## src/rtl/pipe_ctrl_pkg.sv

```systemverilog
// Shared opcode, ALUOp and forwarding encodings plus the control bundle types
// for the pipelined control unit. Optional forwarding is enabled by defining
// PIPE_CTRL_FWD_EN.
package pipe_ctrl_pkg;

    localparam int unsigned CTRL_OP_W   = 7;
    localparam int unsigned ALUOP_BITS  = 2;
    localparam int unsigned FWD_W       = 2;

    localparam logic [CTRL_OP_W-1:0] OP_RTYPE  = 7'b0110011;
    localparam logic [CTRL_OP_W-1:0] OP_ITYPE  = 7'b0010011;
    localparam logic [CTRL_OP_W-1:0] OP_LOAD   = 7'b0000011;
    localparam logic [CTRL_OP_W-1:0] OP_STORE  = 7'b0100011;
    localparam logic [CTRL_OP_W-1:0] OP_BRANCH = 7'b1100011;

    localparam logic [ALUOP_BITS-1:0] ALUOP_ADDR   = 2'b00;
    localparam logic [ALUOP_BITS-1:0] ALUOP_BRANCH = 2'b01;
    localparam logic [ALUOP_BITS-1:0] ALUOP_RTYPE  = 2'b10;
    localparam logic [ALUOP_BITS-1:0] ALUOP_ITYPE  = 2'b11;

    localparam logic [FWD_W-1:0] FWD_NONE = 2'b00;
    localparam logic [FWD_W-1:0] FWD_WB   = 2'b01;
    localparam logic [FWD_W-1:0] FWD_MEM  = 2'b10;

    // Full decoded bundle in ID
    typedef struct packed {
        logic                  branch;
        logic                  mem_read;
        logic                  mem_to_reg;
        logic [ALUOP_BITS-1:0] alu_op;
        logic                  mem_write;
        logic                  alu_src;
        logic                  reg_write;
    } ctrl_t;

    // Bundle still needed from EX onwards (branch is consumed in ID)
    typedef struct packed {
        logic                  mem_read;
        logic                  mem_to_reg;
        logic [ALUOP_BITS-1:0] alu_op;
        logic                  mem_write;
        logic                  alu_src;
        logic                  reg_write;
    } ex_ctrl_t;

    typedef struct packed {
        logic mem_read;
        logic mem_to_reg;
        logic mem_write;
        logic reg_write;
    } mem_ctrl_t;

    typedef struct packed {
        logic mem_to_reg;
        logic reg_write;
    } wb_ctrl_t;

    // MEM result is younger than WB, so it takes priority
    function automatic logic [FWD_W-1:0] fwd_select(input logic mem_hit, input logic wb_hit);
        if (mem_hit) return FWD_MEM;
        if (wb_hit)  return FWD_WB;
        return FWD_NONE;
    endfunction

endpackage

```

## src/rtl/pipe_ctrl_unit_ctrl_decode.sv

```systemverilog
// Combinational opcode decoder: control bundle plus source-operand usage.
module ctrl_decode
    import pipe_ctrl_pkg::*;
#(
    parameter int unsigned OP_W = 7
) (
    input  logic [OP_W-1:0] i_op,
    output ctrl_t           o_ctrl_c,
    output logic            o_uses_rs1_c,
    output logic            o_uses_rs2_c
);

    // Opcode to control; unlisted opcodes decode as NOP
    always_comb begin
        o_ctrl_c     = '0;
        o_uses_rs1_c = 1'b0;
        o_uses_rs2_c = 1'b0;
        case (i_op)
            OP_W'(OP_RTYPE): begin
                o_ctrl_c.reg_write = 1'b1;
                o_ctrl_c.alu_op    = ALUOP_RTYPE;
                o_uses_rs1_c       = 1'b1;
                o_uses_rs2_c       = 1'b1;
            end
            OP_W'(OP_ITYPE): begin
                o_ctrl_c.reg_write = 1'b1;
                o_ctrl_c.alu_src   = 1'b1;
                o_ctrl_c.alu_op    = ALUOP_ITYPE;
                o_uses_rs1_c       = 1'b1;
            end
            OP_W'(OP_LOAD): begin
                o_ctrl_c.reg_write  = 1'b1;
                o_ctrl_c.alu_src    = 1'b1;
                o_ctrl_c.mem_read   = 1'b1;
                o_ctrl_c.mem_to_reg = 1'b1;
                o_ctrl_c.alu_op     = ALUOP_ADDR;
                o_uses_rs1_c        = 1'b1;
            end
            OP_W'(OP_STORE): begin
                o_ctrl_c.alu_src   = 1'b1;
                o_ctrl_c.mem_write = 1'b1;
                o_ctrl_c.alu_op    = ALUOP_ADDR;
                o_uses_rs1_c       = 1'b1;
                o_uses_rs2_c       = 1'b1;
            end
            OP_W'(OP_BRANCH): begin
                o_ctrl_c.branch = 1'b1;
                o_ctrl_c.alu_op = ALUOP_BRANCH;
                o_uses_rs1_c    = 1'b1;
                o_uses_rs2_c    = 1'b1;
            end
            default: ;
        endcase
    end

endmodule

```

## src/rtl/pipe_ctrl_unit.sv

```systemverilog
// Pipelined control unit: decode, ID/EX-EX/MEM-MEM/WB control registers,
// load-use / RAW stall, branch flush and optional operand forwarding
// (define PIPE_CTRL_FWD_EN to compile forwarding in).
module pipe_ctrl_unit
    import pipe_ctrl_pkg::*;
#(
    parameter int unsigned OP_W    = 7,
    parameter int unsigned RA_W    = 5,
    parameter int unsigned ALUOP_W = 2
) (
    input  logic               clk_i,
    input  logic               rst_i,
    input  logic               valid_i,
    input  logic [OP_W-1:0]    Op_i,
    input  logic [RA_W-1:0]    rs1_i,
    input  logic [RA_W-1:0]    rs2_i,
    input  logic [RA_W-1:0]    rd_i,
    input  logic               branch_taken_i,
    output logic [ALUOP_W-1:0] ex_ALUOp_o,
    output logic               ex_ALUSrc_o,
    output logic               mem_MemRead_o,
    output logic               mem_MemWrite_o,
    output logic               wb_MemtoReg_o,
    output logic               wb_RegWrite_o,
    output logic [RA_W-1:0]    ex_rd_o,
    output logic [RA_W-1:0]    mem_rd_o,
    output logic [RA_W-1:0]    wb_rd_o,
    output logic               stall_o,
    output logic               flush_o,
    output logic [1:0]         fwd_a_o,
    output logic [1:0]         fwd_b_o
);

    ctrl_t           w_dec;
    ex_ctrl_t        w_dec_ex;
    logic            w_uses_rs1;
    logic            w_uses_rs2;
    logic            w_rs1_ex_hit;
    logic            w_rs2_ex_hit;
    logic            w_hazard;
    logic            w_bubble;

    ex_ctrl_t        r_ex_ctrl;
    mem_ctrl_t       r_mem_ctrl;
    wb_ctrl_t        r_wb_ctrl;
    logic [RA_W-1:0] r_ex_rd;
    logic [RA_W-1:0] r_mem_rd;
    logic [RA_W-1:0] r_wb_rd;

    ctrl_decode #(.OP_W(OP_W)) u_decode (
        .i_op         (Op_i),
        .o_ctrl_c     (w_dec),
        .o_uses_rs1_c (w_uses_rs1),
        .o_uses_rs2_c (w_uses_rs2)
    );

    assign w_dec_ex = '{mem_read:   w_dec.mem_read,
                        mem_to_reg: w_dec.mem_to_reg,
                        alu_op:     w_dec.alu_op,
                        mem_write:  w_dec.mem_write,
                        alu_src:    w_dec.alu_src,
                        reg_write:  w_dec.reg_write};

    // Used ID source registers colliding with the EX destination (x0 excluded)
    assign w_rs1_ex_hit = w_uses_rs1 && (r_ex_rd != '0) && (rs1_i == r_ex_rd);
    assign w_rs2_ex_hit = w_uses_rs2 && (r_ex_rd != '0) && (rs2_i == r_ex_rd);

`ifdef PIPE_CTRL_FWD_EN
    logic [RA_W-1:0] r_ex_rs1;
    logic [RA_W-1:0] r_ex_rs2;
    logic            w_fwd_a_mem;
    logic            w_fwd_a_wb;
    logic            w_fwd_b_mem;
    logic            w_fwd_b_wb;

    // Only a load in EX cannot be covered by forwarding
    assign w_hazard = r_ex_ctrl.mem_read && (w_rs1_ex_hit || w_rs2_ex_hit);

    assign w_fwd_a_mem = r_mem_ctrl.reg_write && (r_mem_rd != '0) && (r_mem_rd == r_ex_rs1);
    assign w_fwd_a_wb  = r_wb_ctrl.reg_write  && (r_wb_rd  != '0) && (r_wb_rd  == r_ex_rs1);
    assign w_fwd_b_mem = r_mem_ctrl.reg_write && (r_mem_rd != '0) && (r_mem_rd == r_ex_rs2);
    assign w_fwd_b_wb  = r_wb_ctrl.reg_write  && (r_wb_rd  != '0) && (r_wb_rd  == r_ex_rs2);

    assign fwd_a_o = rst_i ? FWD_NONE : fwd_select(w_fwd_a_mem, w_fwd_a_wb);
    assign fwd_b_o = rst_i ? FWD_NONE : fwd_select(w_fwd_b_mem, w_fwd_b_wb);

    // ID/EX copies of the source fields for the forwarding compare
    always_ff @(posedge clk_i) begin
        if (rst_i || w_bubble) begin
            r_ex_rs1 <= '0;
            r_ex_rs2 <= '0;
        end else begin
            r_ex_rs1 <= rs1_i;
            r_ex_rs2 <= rs2_i;
        end
    end
`else
    logic w_rs1_mem_hit;
    logic w_rs2_mem_hit;

    // Without forwarding any in-flight EX/MEM writer of a used source stalls;
    // WB is covered by the write-first register file
    assign w_rs1_mem_hit = w_uses_rs1 && (r_mem_rd != '0) && (rs1_i == r_mem_rd);
    assign w_rs2_mem_hit = w_uses_rs2 && (r_mem_rd != '0) && (rs2_i == r_mem_rd);
    assign w_hazard = (r_ex_ctrl.reg_write  && (w_rs1_ex_hit  || w_rs2_ex_hit)) ||
                      (r_mem_ctrl.reg_write && (w_rs1_mem_hit || w_rs2_mem_hit));

    assign fwd_a_o = FWD_NONE;
    assign fwd_b_o = FWD_NONE;
`endif

    assign stall_o  = ~rst_i & w_hazard;
    assign flush_o  = ~rst_i & w_dec.branch & branch_taken_i & valid_i & ~w_hazard;
    assign w_bubble = w_hazard | ~valid_i;

    // ID/EX: take the decoded bundle, or a bubble on stall / empty IF/ID
    always_ff @(posedge clk_i) begin
        if (rst_i || w_bubble) begin
            r_ex_ctrl <= '0;
            r_ex_rd   <= '0;
        end else begin
            r_ex_ctrl <= w_dec_ex;
            r_ex_rd   <= rd_i;
        end
    end

    // EX/MEM and MEM/WB: plain shift of the remaining controls
    always_ff @(posedge clk_i) begin
        if (rst_i) begin
            r_mem_ctrl <= '0;
            r_mem_rd   <= '0;
            r_wb_ctrl  <= '0;
            r_wb_rd    <= '0;
        end else begin
            r_mem_ctrl <= '{mem_read:   r_ex_ctrl.mem_read,
                            mem_to_reg: r_ex_ctrl.mem_to_reg,
                            mem_write:  r_ex_ctrl.mem_write,
                            reg_write:  r_ex_ctrl.reg_write};
            r_mem_rd   <= r_ex_rd;
            r_wb_ctrl  <= '{mem_to_reg: r_mem_ctrl.mem_to_reg,
                            reg_write:  r_mem_ctrl.reg_write};
            r_wb_rd    <= r_mem_rd;
        end
    end

    assign ex_ALUOp_o     = ALUOP_W'(r_ex_ctrl.alu_op);
    assign ex_ALUSrc_o    = r_ex_ctrl.alu_src;
    assign mem_MemRead_o  = r_mem_ctrl.mem_read;
    assign mem_MemWrite_o = r_mem_ctrl.mem_write;
    assign wb_MemtoReg_o  = r_wb_ctrl.mem_to_reg;
    assign wb_RegWrite_o  = r_wb_ctrl.reg_write;
    assign ex_rd_o        = r_ex_rd;
    assign mem_rd_o       = r_mem_rd;
    assign wb_rd_o        = r_wb_rd;

endmodule

```

## config.mk

```make
export PLATFORM = sky130hd
export DESIGN_NAME = pipe_ctrl_unit
export DESIGN_NICKNAME = d
export VERILOG_FILES = /design/src/rtl/pipe_ctrl_pkg.sv /design/src/rtl/pipe_ctrl_unit_ctrl_decode.sv /design/src/rtl/pipe_ctrl_unit.sv
export SDC_FILE = /design/constraint.sdc
export NUM_CORES = 1
export LEC_CHECK = 0
export BUFFER_PORTS_ARGS = -buffer_cell sky130_fd_sc_hd__buf_2
export CORE_MARGIN = 1.5
export CORE_UTILIZATION = 46
export DETAILED_ROUTE_END_ITERATION = 8
export GPL_ROUTABILITY_DRIVEN = 0
export GPL_TIMING_DRIVEN = 1
export PLACE_DENSITY = 0.86
export RECOVER_POWER = 25
export REMOVE_ABC_BUFFERS = 1
export SLEW_MARGIN = 25
export SYNTH_ARGS = -nofsm -noshare
export SYNTH_HDL_FRONTEND = slang
export SYNTH_HIERARCHICAL = 1
export SYNTH_SLANG_ARGS = --single-unit
```

## constraint.sdc

```tcl
create_clock -name clk_i -period 4.2 [get_ports clk_i]
set_clock_uncertainty 0.15 [all_clocks]
set_input_delay 1.26 -clock clk_i [delete_from_list [all_inputs] [get_ports clk_i]]
set_output_delay 1.26 -clock clk_i [all_outputs]
set_load 0.05 [all_outputs]
```

==> results_dict.tcl <==
set metrics [dict create \
    drv_cap 0 \
    die_h_um 54.6 \
    rsz0062_at_grt "no" \
    dr.pass1.iters 4 \
    yosysSeqAreaShare 0.459 \
    grt_pass1_wl_um 4060 \
    cts_tree "built" \
    drive_gt1_frac 0.376 \
    regArea_um2 561 \
    ios 54 \
    synth_warnings 6 \
    num_rows 18 \
    hold_path_class "register to register" \
    cts-htree-levels 1 \
    grt_max_degree 19 \
    fin_crit_ps 4100 \
    power.clock.fraction 0.267 \
    p_int_uw 351 \
    vias_per_cell 5.02 \
    worstMarginPinSlew_ps 787 \
    areaGrowthSynthToFinish_pct 23.4 \
    dieArea_um2 2980 \
    post_cts.repair.setup_buffers 0 \
    final_util 0.604 \
    p_per_area_nw_per_um2 317 \
    synth-seq-cells 28 \
    syn_area_um2 1220 \
    multiInputGateArea_um2 597 \
    finalSetupViolCount 0 \
    io_buffers 49 \
    root_buffer "clkbuf_4" \
    cts_hold_buffers 0 \
    grt_overflow_total 0 \
    layout_commonest_cell "buf_2" \
    drcViolationCount 0 \
    netlist_instances 122 \
    routedWlPerCell_um 12.9 \
    finalCritPeriodShare 0.977 \
    insertion_delay_ps 330 \
    start_util 0.489 \
    final_cell_mix "buf_2 (48), dfxtp_1 (28), xnor2_1 (20)" \
    p_sw_frac 0.266 \
    crit_required_ps 2790 \
    clkTransAtPathRegs_ps 130 \
    grt_antenna_before_repair 0 \
    hold_viol 0 \
    synthDistinctLibCells 28 \
    wl_um 2580 \
    max_slew_margin 0.476 \
    maxSlewViolCount 0 \
    hpwl_um 2010 \
    comb_power_share 0.158 \
    synth_area_per_cell_um2 10.0 \
    cp_max_fo 8 \
    clock-sinks 28 \
    seqPwrFrac 0.576 \
    drt_iter0_drc 12 \
    p_switching_uw 127 \
    power_uw 478 \
    start_kind "input port" \
    track_usage 0.200 \
    status "completed" \
    num_vias 1004 \
    worstSetupEndpointType "output port" \
    fill_cells 231 \
    cts_max_path_buffers 2 \
    fmax_mhz 244 \
    postRouteAntennaNets 0 \
    final_nets 197 \
    arrival_ps 2690 \
    grt_pass1_vias 913 \
    vdd_drop_max_v 0.000216 \
    core_um2 2500 \
    die_w_um 54.6 \
    cts-buffers-inserted 3 \
    antenna_cells 0 \
    path_class "input port to output port" \
    leakagePower_nw 0.704 \
]
## final cells by class
class                   instances  share of cell area
flip-flops and latches         28               0.371
multi-input cells              84               0.396
clock buffers                   4              0.0240
repair buffers                 53               0.182
inverters                       1             0.00249
well taps                      30              0.0249
## cells by family (layout without fill, tap and decap cells)
logic type             count (synthesis)  count (layout)  synth area share
AND/OR/NAND/NOR                       52              52             0.262
XOR/XNOR                              20              20             0.143
other                                  1               4           0.00307
AO/OA/AOI/OAI                          8               8            0.0532
flip-flops                            28              28             0.459
buffers and inverters                 13              58            0.0798
## power groups by stage
stage / logic [mW] / registers (mW) / clock network (mW)
after detailed placement: 0.0739 / 0.281 / 0
after CTS: 0.0747 / 0.275 / 0.133
final: 0.0754 / 0.275 / 0.128
after global routing: 0.0807 / 0.276 / 0.142
after global placement: 0.0714 / 0.281 / 0
after floorplan: 0.0312 / 0.295 / 0
## synthesized netlist by cell type, drive strengths merged
library cell / n / area [µm²]
a211oi: 2 / 15.0
a21oi: 2 / 13.8
a32oi: 1 / 16.3
and3: 12 / 77.6
and4: 1 / 8.76
buf: 10 / 86.3
clkbuf: 2 / 7.51
conb: 1 / 3.75
dfxtp: 28 / 561
inv: 1 / 3.75
nand2: 5 / 18.8
nand2b: 1 / 6.26
nand3b: 1 / 7.51
nand4: 4 / 25.0
nand4bb: 1 / 11.3
nor2: 3 / 11.3
nor2b: 17 / 106
nor3: 2 / 10.0
nor3b: 2 / 15.0
nor4: 1 / 6.26
o21a: 1 / 7.51
o22ai: 2 / 12.5
or3b: 1 / 8.76
or4: 1 / 7.51
xnor2: 20 / 175
## registers in the layout, summed over array words and instances (netlist names), 2 cells and up
name,flops
r_ex_ctrl,4
wb_rd_o,5
ex_ALUOp_o,2
r_mem_ctrl,2
mem_rd_o,5
ex_rd_o,5
## per-stage QoR
stage	TNS, ps	std cells	area [µm²]	hold WS, ps	worst slack, ps
6_report	0	200	1510	299	97.9
5_1_grt	0	200	1510	322	24.3
4_1_cts	0	200	1490	305	14.5
3_5_place_dp	-0.528	196	1450	273	-0.528
3_3_place_gp	0	196	1450	270	90.6
2_1_floorplan	-283	113	1140	264	-283
## repair_timing
action | CTS | global route
pin swaps | 0 | 1
gates resized for setup | 1 | 3
cloned | 0 | 0
endpoints found under the setup margin | 1 | 2
## critical path, stage by stage
cell       delay (ps)
buf_2              90
nand4bb_1         220
buf_4             200
a21oi_2           130
nand2_1            80
o22ai_2           160
a32oi_2           110
and4_1            230
buf_2             210
## worst paths after layout
check | depth (start not counted) | slack (ps) | endpoint | from
worst max-delay path | 9 | 100 | flush_o | Op_i[2]
worst min-delay path | 1 | 300 | wb_MemtoReg_o | r_mem_ctrl[2]
worst max register to register | 5 | 2290 | ex_rd_o[4] | ex_rd_o[3]
worst min register to register | 1 | 300 | wb_MemtoReg_o | r_mem_ctrl[2]
## per-layer routing
layer / wire [µm] / GRT usage / up-vias
met4: 78 / 0.121 / 0
li1: - / - / 494
met3: 198 / 0.0628 / 9
met2: 1280 / 0.339 / 49
met5: 0 / 0 / -
met1: 1020 / 0.217 / 452
Note: power is estimated with default switching activity, not from simulation.
